==> src/rtl/key_event_queue.sv <==
// Classifies debounced key presses as single or double using a programmable
// window, and queues the classified events in a small FWFT FIFO with a valid/ready read port.
module key_event_queue #(
    parameter int unsigned KEY_WIDTH  = 2,
    parameter int unsigned DOUBLE_WIN = 25_000_000,
    parameter int unsigned CNT_W      = 25,
    parameter int unsigned FIFO_DEPTH = 4
) (
    input  logic                          clk,
    input  logic                          rst_n,
    input  logic                          key_flag,
    input  logic [KEY_WIDTH-1:0]          key_value,
    output logic                          evt_valid,
    input  logic                          evt_ready,
    output logic [KEY_WIDTH-1:0]          evt_key,
    output logic                          evt_double,
    output logic [$clog2(FIFO_DEPTH):0]   evt_count,
    output logic                          overflow
);

    localparam int unsigned PTR_W  = $clog2(FIFO_DEPTH);
    localparam int unsigned CNTR_W = PTR_W + 1;
    localparam logic [CNT_W-1:0]  TIMER_LAST = CNT_W'(DOUBLE_WIN - 1);
    localparam logic [CNTR_W-1:0] FULL_CNT   = CNTR_W'(FIFO_DEPTH);

    typedef enum logic {IDLE, WAIT} state_t;

    state_t               state;
    logic [CNT_W-1:0]     timer;
    logic [KEY_WIDTH-1:0] pend;

    logic strobe_c;
    logic match_c;
    logic push_c;
    logic push_dbl_c;
    logic pop_c;
    logic full_c;
    logic accept_c;

    logic [KEY_WIDTH-1:0] mem_key [FIFO_DEPTH];
    logic                 mem_dbl [FIFO_DEPTH];
    logic [PTR_W-1:0]     rd_ptr;
    logic [PTR_W-1:0]     wr_ptr;

    assign strobe_c = key_flag && (key_value != '0);
    assign match_c  = (key_value == pend);

    // Event generation: a strobe in WAIT closes the pending press; otherwise expiry does.
    always_comb begin
        push_c     = 1'b0;
        push_dbl_c = 1'b0;
        if (state == WAIT) begin
            if (strobe_c) begin
                push_c     = 1'b1;
                push_dbl_c = match_c;
            end else if (timer == TIMER_LAST) begin
                push_c = 1'b1;
            end
        end
    end

    // Press classifier
    always_ff @(posedge clk or negedge rst_n) begin
        if (!rst_n) begin
            state <= IDLE;
            timer <= '0;
            pend  <= '0;
        end else begin
            case (state)
                IDLE: begin
                    if (strobe_c) begin
                        pend  <= key_value;
                        timer <= '0;
                        state <= WAIT;
                    end
                end
                WAIT: begin
                    if (strobe_c) begin
                        if (match_c) begin
                            state <= IDLE;
                        end else begin
                            pend  <= key_value;
                            timer <= '0;
                        end
                    end else if (timer == TIMER_LAST) begin
                        state <= IDLE;
                    end else begin
                        timer <= timer + CNT_W'(1);
                    end
                end
            endcase
        end
    end

    assign evt_valid = (evt_count != '0);
    assign pop_c     = evt_valid && evt_ready;
    assign full_c    = (evt_count == FULL_CNT);
    // A push into a full FIFO still lands if the head leaves in the same cycle.
    assign accept_c  = push_c && (!full_c || pop_c);

    assign evt_key    = mem_key[rd_ptr];
    assign evt_double = mem_dbl[rd_ptr];

    // Event FIFO; storage is reset so the head outputs are never X.
    always_ff @(posedge clk or negedge rst_n) begin
        if (!rst_n) begin
            for (int unsigned i = 0; i < FIFO_DEPTH; i++) begin
                mem_key[i] <= '0;
                mem_dbl[i] <= 1'b0;
            end
            rd_ptr    <= '0;
            wr_ptr    <= '0;
            evt_count <= '0;
            overflow  <= 1'b0;
        end else begin
            overflow <= push_c && full_c && !pop_c;
            if (accept_c) begin
                mem_key[wr_ptr] <= pend;
                mem_dbl[wr_ptr] <= push_dbl_c;
                wr_ptr          <= wr_ptr + PTR_W'(1);
            end
            if (pop_c) begin
                rd_ptr <= rd_ptr + PTR_W'(1);
            end
            if (accept_c && !pop_c) begin
                evt_count <= evt_count + CNTR_W'(1);
            end else if (pop_c && !accept_c) begin
                evt_count <= evt_count - CNTR_W'(1);
            end
        end
    end

endmodule

==> config.mk <==
export PLATFORM = sky130hd
export DESIGN_NAME = key_event_queue
export DESIGN_NICKNAME = d
export VERILOG_FILES = /design/src/rtl/key_event_queue.sv
export SDC_FILE = /design/constraint.sdc
export NUM_CORES = 1
export LEC_CHECK = 0
export BUFFER_PORTS_ARGS = -buffer_cell sky130_fd_sc_hd__buf_2
export CORE_AREA = 2 2 79 81
export DETAILED_ROUTE_END_ITERATION = 6
export DIE_AREA = 0 0 81 83
export MAX_ROUTING_LAYER = met4
export SLEW_MARGIN = 20
export SYNTH_ARGS = -nofsm -noshare
export SYNTH_HDL_FRONTEND = slang
export SYNTH_SLANG_ARGS = --single-unit
==> constraint.sdc <==
create_clock -name clk -period 2.7 [get_ports clk]
set_input_delay 0 -clock clk [delete_from_list [all_inputs] [get_ports clk]]
set_output_delay 0 -clock clk [all_outputs]
set_load 0.005 [all_outputs]
==> reports/summary.txt <==
Status: complete, no violations
Number of port buffers: 13
Diode count: 0
Sequential fraction of the synthesis area: 0.472
Die width: 81 um
Reg2Reg Launch Point: timer[0]
Largest net degree at the start of global routing: 34
Post-synthesis compound-gate area fraction: 0.0820
Worst Path Max Fanout: 3
Place WS: 125 ps
Layout cells sized above 1: 0.203
RSZ-0062 raised after global routing: false
WHS Path Cells: 3
First-pass GRT wire length: 8530 um
Data arrival, critical path: 2690 ps
DIE AREA: 6720 sq um
Total Wirelength: 4840 um
Power density cells: 754 nW/um^2
Fin Hold WS: 3.39 ps
Register area: 1200 sq um
Xor and xnor fraction of the mapped netlist area: 0.0722
Synth top area cells: dfrtp_1, xor2_1, mux2_2
Vias: 1,815
Clock skew: 4.18 ps
Crit path launch type: flop
Worst Hold Class: input pin to flop
Slowest stage delay, CP: 380 ps
Dpl cells: 320
Max Fclk: 0.407 GHz
Final Hold Viols: 0
Final WS setup: 241 ps
Slew headroom: 0.527
Multi-input gate area: 1270 sq um
CTS buffer count: 5
First DRT Iteration DRCs: 78
Clk_lat worst skew: 300 ps
Drt drc: 0
Top delay family on crit path: adder cells
Overall Global Routing Usage: 0.167
Placer Congestion: 0.795
Post-Syn Area per Cell: 10.8 sq um
Hold endpoint: rd_ptr[1]
RR Endpoint: evt_count[2]
Clock sink total: 48
Post-synth top area cell: dfrtp_1
Die Y: 83 um
WP data required: 2930 ps
Simple-gate share of the synthesized area: 0.232
Synth warnings: 0
Crit-path cells: ha_1, and2_1, nand4_1, o21bai_4, and3_4, ha_1, inv_1, fa_1, xor2_1, nor2_1, xor2_1
Slowest cell on the critical path: dfrtp_1
Mux contribution to synthesized area: 0.0747
Maxcap violations: 0
Initial Util: 0.438
Post-Syn Nets: 249
CTS root buf: clkbuf_8
Synth top area share: 0.472
Top-Level Pins: 14
Bufs on Longest Clock Path: 2
Number of global-route vias before repair: 1,795
Min-delay src: evt_ready
Unique masters post-synth: 47
P_leak: 1.25 nW
Worst VDD drop: 417 uV
WP buf/inv: 1
Clock-pin slew on the worst setup and hold paths: 90 ps
Number of antenna-violating nets in the routed design: 0
WL/cell: 14.4 um
Synth Instances: 236
Fillcell total: 586
Area delta synth->final: 13.0%
R2R Setup Slk: 240 ps
CP endpoint kind: flop
H-tree levels: 2
Synth Area in Adders: 0.0373
Mapped cell area: 2550 sq um
Fin Setup TNS: 0 ps
GR Overflow Total: 0
#FFs+latches synth: 48
Post-DP HPWL: 3490 um
Final max-slew violation count: 0
Core footprint: 5820 sq um
Finished Layout Cells: 336
Worst R2R Path Depth: 11
Row count: 28
Pre-antenna DRT Iters: 4
Min Tclk post-route: 2460 ps
CTS tree: done
Nets: 273
Vias per inst: 5.40
Worst-Margin Slew: 710 ps
WS Path Type: flop to flop
Initial antenna violation count: 0
Period utilization: 0.911
# setup viols final: 0
Main combinational cell family by area after synthesis: simple AND/OR/NAND/NOR gates
==> area by class of cell <==
cell class / count / share of cell area
multi-input combinational: 172 / 0.443
sequential: 48 / 0.417
timing repair buffer: 27 / 0.0617
tap: 75 / 0.0326
clock buffer: 6 / 0.0252
clock inverter: 2 / 0.0122
inverter: 6 / 0.00783
==> layout by cell type (no fill, tap or decap), types with 2 or more instances in the layout <==
master	netlist	final
dfrtp_1	48	48
nand2_1	24	24
nor2_1	17	17
nand3_1	16	16
xor2_1	16	16
nand4_1	14	14
buf_2	4	13
buf_4	1	11
mux2_2	9	9
inv_1	6	6
o21ai_0	6	6
ha_1	6	6
xnor2_1	5	5
clkbuf_8	0	5
and4_1	4	4
and2_1	4	4
o2bb2ai_1	4	4
nor3_1	4	4
o31ai_1	4	4
or3_1	3	3
mux4_2	3	3
o211ai_1	3	3
dlygate4sd3_1	0	3
nor4_4	2	2
and3_1	3	2
nand3b_1	2	2
nor4_2	2	2
a21oi_1	2	2
==> state kept, by name, summed over array words and instances, names as in the netlist <==
signal / flops
timer: 25
rd_ptr: 2
pend: 2
mem_key: 8
overflow: 1
mem_dbl: 4
wr_ptr: 2
state: 1
evt_count: 3
==> cell usage after synthesis (all sizes together) <==
| cell | number |
|---|---|
| a211oi | 1 |
| a21o | 1 |
| a21oi | 2 |
| a22o | 1 |
| a31o | 1 |
| and2 | 4 |
| and3 | 3 |
| and4 | 4 |
| and4bb | 1 |
| buf | 6 |
| clkbuf | 4 |
| dfrtp | 48 |
| fa | 1 |
| ha | 6 |
| inv | 6 |
| mux2 | 10 |
| mux2i | 1 |
| mux4 | 3 |
| nand2 | 24 |
| nand3 | 16 |
| nand3b | 2 |
| nand4 | 15 |
| nor2 | 17 |
| nor2b | 1 |
| nor3 | 4 |
| nor3b | 1 |
| nor4 | 5 |
| nor4b | 1 |
| o211ai | 3 |
| o21a | 1 |
| o21ai | 7 |
| o21bai | 1 |
| o2bb2ai | 4 |
| o311ai | 1 |
| o31ai | 4 |
| o41ai | 1 |
| or3 | 3 |
| or4b | 1 |
| xnor2 | 5 |
| xor2 | 16 |
==> routing by layer <==
layer | track usage | part of all wire
met4 | 0.0586 | 0.012
met3 | 0.0337 | 0.021
met2 | 0.231 | 0.45
met5 | - | 0
met1 | 0.243 | 0.52
==> how the worst max path moves through the flow <==
stage	start	endpoint	slack (ps)	cells past startpoint
after CTS	timer[0]	evt_count[2]	100	11
final	timer[0]	evt_count[2]	240	11
after floorplan	timer[6]	evt_count[2]	270	11
after global placement	timer[7]	evt_count[2]	160	10
after detailed placement	timer[0]	evt_count[2]	130	11
after global routing	timer[0]	evt_count[2]	20	11
==> where the power goes <==
group | internal (mW) | switching [mW]
Sequential | 0.892 | 0.165
Combinational | 0.352 | 0.252
Clock | 0.275 | 0.234
Total | 1.52 | 0.651
==> kinds of logic after synthesis <==
family,count (synthesis)
AOI/OAI and AO/OA,28
xor gates and xnor gates,21
adders and majority gates,7
buffers and inverters,16
DFF,48
muxes,14
and+or+nand+nor,102
==> worst reg2reg max path, cell delays in order, from the launching register on <==
cell	delay [ps]
dfrtp_1	380
ha_1	190
and2_1	160
nand4_1	190
o21bai_4	210
and3_4	220
ha_1	180
inv_1	60
fa_1	370
xor2_1	170
nor2_1	110
xor2_1	140
==> what timing repair did <==
item | CTS | global route
hold buffers | 3 | 0
endpoints found under the setup margin | 0 | 2
gates resized for setup | 0 | 1
endpoints found under the hold margin | 34 | 0
buffers inserted | 0 | 5
==> per-stage QoR <==
step	util	area, sq um	total power [mW]
CTS	0.488	2840	2.19
floorplan	-	2550	1.47
global route	0.495	2880	2.34
detailed placement	0.464	2700	1.67
global placement	0.464	2700	1.65
finish	0.495	2880	2.17
No activity file was read; power rests on OpenSTA's default activity.
